**src/rtl/iq_frame_deser.sv**
```systemverilog
`default_nettype none
// ============================================================================
//  Module      : iq_frame_deser
//  Description : Deserializer for the time-multiplexed I/Q result stream from
//                the down-converter/CIC chain. A strobe burst carries one
//                frame of interleaved I0,Q0,...,I(N_CH-1),Q(N_CH-1). The frame
//                is published on all channels at once. The block also flags
//                framing errors and overruns, counts frames, and provides a
//                valid/ack handshake with optional hold protection.
//  Ports       : clk_adc     - sample clock (rising edge)
//                reset       - synchronous, active-low reset
//                strobe_in   - stream_in carries a valid frame word
//                stream_in   - DW-bit signed word stream
//                hold        - protect an unacknowledged frame from overwrite
//                frame_ack   - consumer has read the current frame (pulse)
//                clear_err   - clear sticky overrun/frame_err (pulse)
//                i_out/q_out - channel k at bits [k*DW +: DW]
//                strobe_out  - one-cycle pulse per accepted frame
//                frame_valid - published frame not yet acknowledged
//                overrun     - sticky, frame arrived while frame_valid=1
//                frame_err   - sticky, short or long burst seen
//                frame_cnt   - count of published frames (wraps)
//  Revision    : 1.0 - initial release
// ============================================================================
module iq_frame_deser #(
  parameter int DW    = 21,
  parameter int N_CH  = 4,
  parameter int CNT_W = 16
) (
  input  logic                 clk_adc,
  input  logic                 reset,
  input  logic                 strobe_in,
  input  logic [DW-1:0]        stream_in,
  input  logic                 hold,
  input  logic                 frame_ack,
  input  logic                 clear_err,
  output logic [N_CH*DW-1:0]   i_out,
  output logic [N_CH*DW-1:0]   q_out,
  output logic                 strobe_out,
  output logic                 frame_valid,
  output logic                 overrun,
  output logic                 frame_err,
  output logic [CNT_W-1:0]     frame_cnt
);

  localparam int c_NW = 2 * N_CH;
  localparam int c_IW = (c_NW > 2) ? $clog2(c_NW) : 1;
  localparam logic [c_IW-1:0] c_LAST = c_IW'(c_NW - 1);

  typedef enum logic [1:0] {
    S_IDLE    = 2'd0,
    S_COLLECT = 2'd1,
    S_DRAIN   = 2'd2
  } state_t;

  state_t             r_state;
  state_t             w_next;
  logic [c_IW-1:0]    r_idx;
  // The final word of a frame is never stored; it is taken straight from
  // stream_in at the publish edge.
  logic [DW-1:0]      r_sh [c_NW-1];
  logic               r_drain_first;

  logic               w_last;
  logic               w_pub;
  logic               w_short;
  logic               w_long;
  logic               w_block;
  logic               w_accept;
  logic               w_ovr_set;
  logic               w_wr;
  logic [N_CH*DW-1:0] w_i_new;
  logic [N_CH*DW-1:0] w_q_new;

  assign w_last    = (r_idx == c_LAST);
  assign w_pub     = (r_state == S_COLLECT) && strobe_in && w_last;
  assign w_short   = (r_state == S_COLLECT) && !strobe_in;
  assign w_long    = (r_state == S_DRAIN) && r_drain_first && strobe_in;
  // An ack on the publish edge acknowledges the old frame, so it unblocks.
  assign w_block   = frame_valid && !frame_ack && hold;
  assign w_accept  = w_pub && !w_block;
  assign w_ovr_set = w_pub && frame_valid && !frame_ack;
  assign w_wr      = strobe_in &&
                     ((r_state == S_IDLE) || ((r_state == S_COLLECT) && !w_last));

  generate
    for (genvar k = 0; k < N_CH; k++) begin : g_chan
      assign w_i_new[k*DW +: DW] = r_sh[2*k];
      if (k == N_CH - 1) begin : g_q_last
        assign w_q_new[k*DW +: DW] = stream_in;
      end else begin : g_q_shadow
        assign w_q_new[k*DW +: DW] = r_sh[2*k+1];
      end
    end
  endgenerate

  always_ff @(posedge clk_adc) begin
    if (!reset) begin
      r_state <= S_IDLE;
    end else begin
      r_state <= w_next;
    end
  end

  always_comb begin
    w_next = r_state;
    case (r_state)
      S_IDLE:    if (strobe_in) w_next = S_COLLECT;
      S_COLLECT: begin
        if (!strobe_in)  w_next = S_IDLE;
        else if (w_last) w_next = S_DRAIN;
      end
      S_DRAIN:   if (!strobe_in) w_next = S_IDLE;
      default:   w_next = S_IDLE;
    endcase
  end

  // Index is zero whenever no frame is being collected, so IDLE always
  // writes slot 0.
  always_ff @(posedge clk_adc) begin
    if (!reset) begin
      r_idx <= '0;
      for (int w = 0; w < c_NW - 1; w++) r_sh[w] <= '0;
    end else begin
      r_idx <= w_wr ? r_idx + 1'b1 : '0;
      for (int w = 0; w < c_NW - 1; w++) begin
        if (w_wr && (r_idx == c_IW'(w))) r_sh[w] <= stream_in;
      end
    end
  end

  always_ff @(posedge clk_adc) begin
    if (!reset) begin
      i_out         <= '0;
      q_out         <= '0;
      strobe_out    <= 1'b0;
      frame_valid   <= 1'b0;
      overrun       <= 1'b0;
      frame_err     <= 1'b0;
      frame_cnt     <= '0;
      r_drain_first <= 1'b0;
    end else begin
      strobe_out    <= w_accept;
      r_drain_first <= w_pub;
      if (w_accept) begin
        i_out     <= w_i_new;
        q_out     <= w_q_new;
        frame_cnt <= frame_cnt + CNT_W'(1);
      end
      if (w_accept)       frame_valid <= 1'b1;
      else if (frame_ack) frame_valid <= 1'b0;
      // Set has priority over clear on the sticky flags.
      if (w_ovr_set)      overrun <= 1'b1;
      else if (clear_err) overrun <= 1'b0;
      if (w_short || w_long) frame_err <= 1'b1;
      else if (clear_err)    frame_err <= 1'b0;
    end
  end

endmodule
`default_nettype wire

```
**config.mk**
```make
export PLATFORM = sky130hd
export DESIGN_NAME = iq_frame_deser
export DESIGN_NICKNAME = d
export VERILOG_FILES = /design/src/rtl/iq_frame_deser.sv
export SDC_FILE = /design/constraint.sdc
export NUM_CORES = 1
export LEC_CHECK = 0
export CAP_MARGIN = 20
export CELL_PAD_IN_SITES_DETAIL_PLACEMENT = 0
export CELL_PAD_IN_SITES_GLOBAL_PLACEMENT = 1
export CORE_ASPECT_RATIO = 1.2
export CORE_UTILIZATION = 36
export CTS_CLUSTER_SIZE = 40
export DETAILED_ROUTE_END_ITERATION = 10
export PLACE_DENSITY_LB_ADDON = 0.2
export SLEW_MARGIN = 20
export SYNTH_ARGS = -nofsm -noshare
export SYNTH_HDL_FRONTEND = slang
export SYNTH_SLANG_ARGS = --single-unit
```
**constraint.sdc**
```tcl
create_clock -name clk_adc -period 2.22 [get_ports clk_adc]
set_clock_uncertainty 0.15 [all_clocks]
set_input_delay 0.444 -clock clk_adc [delete_from_list [all_inputs] [get_ports clk_adc]]
set_output_delay 0.444 -clock clk_adc [all_outputs]
set_load 0.005 [all_outputs]
```
==> metrics.txt, run 1 <==
area occupied by multi-input gates=3360 um^2; Yosys reg bits=between 300 and 400; final wirelength=approximately 33 mm; worst path arrival time=roughly 1500 ps; status=finished clean; register area=roughly 8300 um^2; Max VDD drop=around 0.5 mV; CTS tree=done; largest family of logic cells by synthesized area=simple AND/OR/NAND/NOR gates; Ys Warns=0; share of cells above drive strength 1=under 10%; worst hold path class=in -> reg; Crit Path Max Fanout=6; Period minus WS final=roughly 2100 ps; first-pass GRT wire length=roughly 51 mm; xor and xnor area share after synthesis=less than 1%; DRC violations left=0; via count=~9000; GR Util All Layers=between 15 and 20%; Post-synth ARST share=0%; Simple-Gate Fraction of Synth Area=between 10% and 20%; Post-Synthesis Cells=approximately 1200; Fmax=472 MHz; EDFF count, synth=between 100 and 150; worst slew pin tran=between 500 and 600 ps; compound-cell area share of the yosys netlist=7.54%; detailed placer's ending HPWL=around 21 mm; gpl congestion=approximately 0.77; Fill cells=between 3000 and 4000; Die Y=202 um; Crit Path Class=reg -> out; Tot Pwr=around 13 mW; # rows=between 70 and 80; die area=~34000 um^2; io pins=roughly 220; die width=between 150 and 200 um; antenna viol nets, final=0; 1st-iter DRT viols=481; Root Buffer=clkbuf_16; register area share after synthesis=between 60 and 70%; final hold viol count=0; total CTS buffers=36; clk_lat worst skew=520 ps; Setup crit end kind=primary output; Synth cell types=30; Layout Nets=1488; Leak=5.75 nW; Slew HR=about two thirds; starting density of the core=between 30% and 40%; clock-pin transition on the worst setup and hold timing paths=60 ps; pin count of the biggest net entering global routing=between 70 and 80; Sink Count=between 300 and 400; setup violators final=0; IO buf count=between 200 and 250; adder-cell share of the synthesized area=less than 1%; power per cell area=around 790 nW/um^2; Worst Setup Start Kind=flop; Syn-to-layout area delta=36.7%; CTS H-tree lvls=2; initial antenna violation count=0; maxcap violations=0; data required time of the critical path=about 1600 ps; Synth Flop Type=dfxtp_1; # diodes=0; Routed wire per std cell=~17 um; Tcrit/Tclk final=approximately 95%; cell area after synthesis=around 12000 um^2; RSZ-0062 raised after global routing=no; final core utilization=between 40% and 50%; Via density=~4.7; multiplexer share of the synthesized area=less than 1%; vias in the first global route=between 8000 and 9000; total core area=33100 um^2; Pins Over Slew Limit=0; total global routing overflow=0; Clock Path Buffers=3; Syn Nets=~1200; syn avg cell area=9.97 um^2; First-pass DRT Iterations=5
## worst max-delay path: stages (launching register included)
cell and delay, ps:
dfxtp_1 340, buf_4 160, clkdlybuf4s50_1 500
## routing by layer
| metal | wire [um] | part of all wire, % | global-route usage (%) | vias up |
|---|---|---|---|---|
| met4 | 966 | 2.9 | 7.05 | 0 |
| met3 | 2100 | 6.3 | 4.84 | 54 |
| met5 | 0 | 0 | 0 | - |
| li1 | - | - | - | 4449 |
| met2 | 15700 | 47 | 31.9 | 237 |
| met1 | 14600 | 44 | 25.7 | 4291 |
## path summary, 6_finish.rpt
kind,from,to,slack [ps],depth (start not counted)
setup / recovery,frame_cnt[0]$_SDFFE_PN0P_,frame_cnt[0],100,2
hold / removal,reset,frame_cnt[14]$_SDFFE_PN0P_,260,4
setup reg to reg,r_idx[0]$_SDFF_PN0_,frame_cnt[10]$_SDFFE_PN0P_,120,8
hold reg to reg,i_out[10]$_SDFFE_PN0P_,i_out[10]$_SDFFE_PN0P_,300,2
## synthesized netlist by cell type, types with 2 or more instances
| library cell | count | area share, % |
|---|---|---|
| edfxtp_1 | 147 | 37 |
| xnor2_1 | 8 | 0.58 |
| ha_1 | 7 | 0.73 |
| nand4b_1 | 2 | 0.15 |
| o21ai_0 | 4 | 0.17 |
| buf_2 | 14 | 0.58 |
| inv_1 | 28 | 0.87 |
| buf_1 | 2 | 0.062 |
| nand4_1 | 7 | 0.36 |
| nand2b_1 | 6 | 0.31 |
| nand3_1 | 6 | 0.25 |
| a21oi_1 | 176 | 7.3 |
| nor4_1 | 5 | 0.26 |
| and3_1 | 3 | 0.16 |
| dfxtp_1 | 194 | 32 |
| nor3_1 | 2 | 0.083 |
| nand2_1 | 379 | 12 |
| nor2_1 | 141 | 4.4 |
| mux2i_1 | 4 | 0.33 |
| clkbuf_1 | 59 | 1.8 |
| or3_1 | 4 | 0.21 |
## where the power goes
group	total [mW]	switching, mW	internal, mW
registers	6.71	0.0362	6.67
logic	0.455	0.308	0.147
clock network	5.83	2.42	3.40
total	13.0	2.77	10.2
## flip-flops by register name (all words and copies together), names as in the netlist
register	count
frame_cnt	16
r_drain_first	1
r_sh	147
frame_valid	1
r_state	2
q_out	84
i_out	84
strobe_out	1
r_idx	3
frame_err	1
overrun	1
## cells by family (layout without fill, tap and decap cells)
logic type	count (synthesis)	after routing
xor+xnor	8	8
flops	341	341
mux	4	4
simple gates	561	561
buf+inv	105	378
compound gates	181	181
fa+ha+maj	7	7
## final cells by class
class / count / share of cell area [%]
multi-input cells: 761 / 20.4
flip-flops and latches: 341 / 50.4
clock buffers: 50 / 6.11
inverters: 29 / 0.692
repair buffers: 285 / 18.2
clock inverters: 14 / 0.760
well taps: 450 / 3.42
## placed cells by master, fill, tap and decap left out, types with 5 or more instances in the layout
cell and n:
xnor2_1 8, nor2_1 140, buf_12 25, clkinv_2 6, nand2_2 5, nand2_1 373, clkbuf_16 37, ha_1 5
a21oi_1 176, nand4_1 7, nand2b_1 6, clkbuf_1 10, nand3_1 6, edfxtp_1 147, dfxtp_1 194, clkdlybuf4s50_1 213
inv_1 28, buf_4 45
## timing repair
action,in CTS,in global routing
pin swaps,0,2
hold buffers,0,0
setup buffers,0,3
resized for setup,1,4
endpoints found under the setup margin,4,67
gates cloned,0,0
## per-stage QoR
step	setup WS (ps)	hold WS (ps)	instances	cell area (um^2)	TNS, ps
final	101	259	1930	16500	0
after global routing	5.42	264	1930	16500	0
after CTS	18.8	252	1927	16400	0
after detailed placement	-252	297	1863	15300	-24090
after global placement	-261	291	1863	15300	-14780
after floorplan	-23.6	283	1207	12100	-1940
Power figures use the tool's default switching activity.
==> inputs of run 2 (changes only) <==
--- a/config.mk
+++ b/config.mk
@@ -5,11 +5,10 @@
 export SDC_FILE = /design/constraint.sdc
 export NUM_CORES = 1
 export LEC_CHECK = 0
+export ABC_AREA = 1
 export CAP_MARGIN = 20
-export CELL_PAD_IN_SITES_DETAIL_PLACEMENT = 0
-export CELL_PAD_IN_SITES_GLOBAL_PLACEMENT = 1
 export CORE_ASPECT_RATIO = 1.2
-export CORE_UTILIZATION = 36
+export CORE_UTILIZATION = 47
 export CTS_CLUSTER_SIZE = 40
 export DETAILED_ROUTE_END_ITERATION = 10
 export PLACE_DENSITY_LB_ADDON = 0.2
==> metrics.txt, run 2 <==
# rows=between 60 and 70; Synth cell types=30; Synth Flop Type=dfxtp_1; cell area after synthesis=about 12000 um^2; Hold EP=q_out[83]$_SDFFE_PN0P_; Layout Nets=about 1500; syn avg cell area=just under 10 um^2; R2R Path End=r_sh[6][8]$_SDFFCE_PN0P_; commonest non-fill, non-tap cell in the layout=nor2_1; Sink Count=341; total core area=25700 um^2; final hold viol count=0; commonest non-fill, non-tap cells in the layout=nor2_1, clkdlybuf4s50_1, dfxtp_1; hold path start=reset; Routed wire per std cell=16.8 um; Tcrit/Tclk final=95.6%; setup violators final=0; Yosys reg bits=about 340; CP peak stage delay=around 540 ps; Total Neg Setup Slack=0 ps; Syn-to-layout area delta=29.1%; gpl congestion=slightly below 0.8; final wirelength=roughly 30 mm; Fmax=around 470 MHz; Post-synth ARST share=0%; cell taking the most area after synthesis=edfxtp_1; CTS tree=done; Regs by FF count=r_sh x147, i_out x84, q_out x84; max FFs per register=~150; synth top area cells=edfxtp_1, dfxtp_1, nor2_1, o21ai_0, inv_1; Ys Warns=0; final core utilization=~62%; Die Y=~180 um; DRC violations left=0; Post-Synthesis Cells=1253; io pins=215; crit path cell chain=clkdlybuf4s50_1; total global routing overflow=0; worst slew pin tran=~450 ps; IO buf count=about 210; Crit Path Class=reg -> out; status=finished clean; RSZ-0062 raised after global routing=no; Worst Setup Start Kind=flop; Syn Nets=about 1300; share of cells above drive strength 1=6.86%; placed cell areas=15000 um^2; EDFF count, synth=around 150; register area share after synthesis=roughly 67%; initial antenna violation count=1; detailed placer's ending HPWL=20.5 mm; Top delay family on crit path=buffers and inverters; CTS H-tree lvls=1; Setup crit end kind=primary output; data required time of the critical path=1630 ps; Slew HR=between 70% and 80%; power per cell area=a little under 800 nW/um^2; Synth top area share=35.6%; clock-pin transition on the worst setup and hold timing paths=60 ps; GR Util All Layers=approximately 23%; Root Buffer=clkbuf_16; total CTS buffers=31; Post-synth top cells=nor2_1, dfxtp_1, o21ai_0; hold path depth=3; maxcap violations=0; die width=about 150 um; First-pass DRT Iterations=5; Leak=roughly 6.1 nW; worst hold path class=in -> reg; Period minus WS final=2120 ps; Via density=around 5.0; Clock Path Buffers=3; reg2reg setup slack=approximately 180 ps; worst path arrival time=around 1500 ps; starting density of the core=just under 50%; Crit path buffers/inverters=1; antenna viol nets, final=0; most frequent cell after synthesis=nor2_1; Crit Path Max Fanout=6; pin count of the biggest net entering global routing=approximately 110; vias in the first global route=roughly 8500; Max VDD drop=0.624 mV; die area=approximately 27000 um^2; via count=9099; CP max stage cell=clkdlybuf4s50_1; Pins Over Slew Limit=0; reg2reg start=r_idx[1]$_SDFF_PN0_; 1st-iter DRT viols=703; first-pass GRT wire length=~47 mm; Top reg by flops=r_sh; path depth of the worst reg2reg path=8; clk_lat worst skew=around 560 ps; post-route cell area=around 16000 um^2
run 2: worst max-delay path by stage:
stage | end | cells after the start | slack (ps) | startpoint
detailed placement | q_out[21]$_SDFFE_PN0P_ | 8 | -70 | strobe_in
CTS | frame_cnt[5] | 1 | 70 | frame_cnt[5]$_SDFFE_PN0P_
floorplan | r_sh[6][0]$_SDFFCE_PN0P_ | 7 | -60 | r_idx[0]$_SDFF_PN0_
finish | frame_cnt[5] | 1 | 100 | frame_cnt[5]$_SDFFE_PN0P_
global placement | i_out[44]$_SDFFE_PN0P_ | 8 | -50 | strobe_in
global route | frame_cnt[5] | 1 | 40 | frame_cnt[5]$_SDFFE_PN0P_
run 2: per-stage QoR:
step / total power, mW / hold WS [ps] / cells / setup WS (ps)
after global routing: 13.0 / 94.7 / 1816 / 39.6
after detailed placement: 7.32 / 304 / 1759 / -73.5
after global placement: 7.31 / 300 / 1759 / -53.1
after floorplan: 7.07 / 283 / 1253 / -59.8
after CTS: 12.7 / 73.2 / 1816 / 67.5
final: 12.6 / 95.0 / 1817 / 97.6
run 2: area by class of cell:
class	instances	area (um^2)
antenna	1	2.50
clock buffer	47	916
clock inverter	10	126
fill	2161	9700
inverter	73	279
multi-input combinational	765	3330
sequential	341	8300
tap	330	413
timing repair buffer	250	2640
run 2: kinds of logic after synthesis:
group / share of synthesized area, %
buf+inv: 6.29
fa+ha+maj: 0.707
compound gates: 8.58
flops: 67.0
simple gates: 17.4
run 2: routing by layer:
| metal | GRT usage [%] | share of wire [%] | up-vias |
|---|---|---|---|
| met5 | 0 | 0 | - |
| met4 | 7.35 | 3.0 | 0 |
| met3 | 3.05 | 6.3 | 49 |
| met2 | 37.9 | 48 | 279 |
| met1 | 30.1 | 43 | 4284 |
| li1 | - | - | 4487 |
run 2: timing repair:
item	CTS	global route
setup endpoints to repair	0	21
hold buffers	0	0
gates resized for setup	0	1
setup buffers	0	0
run 2: report_power, final:
group,internal [mW],switching [mW]
Combinational,0.146,0.319
Clock,3.18,2.26
Sequential,6.68,0.0374
Total,10.0,2.61
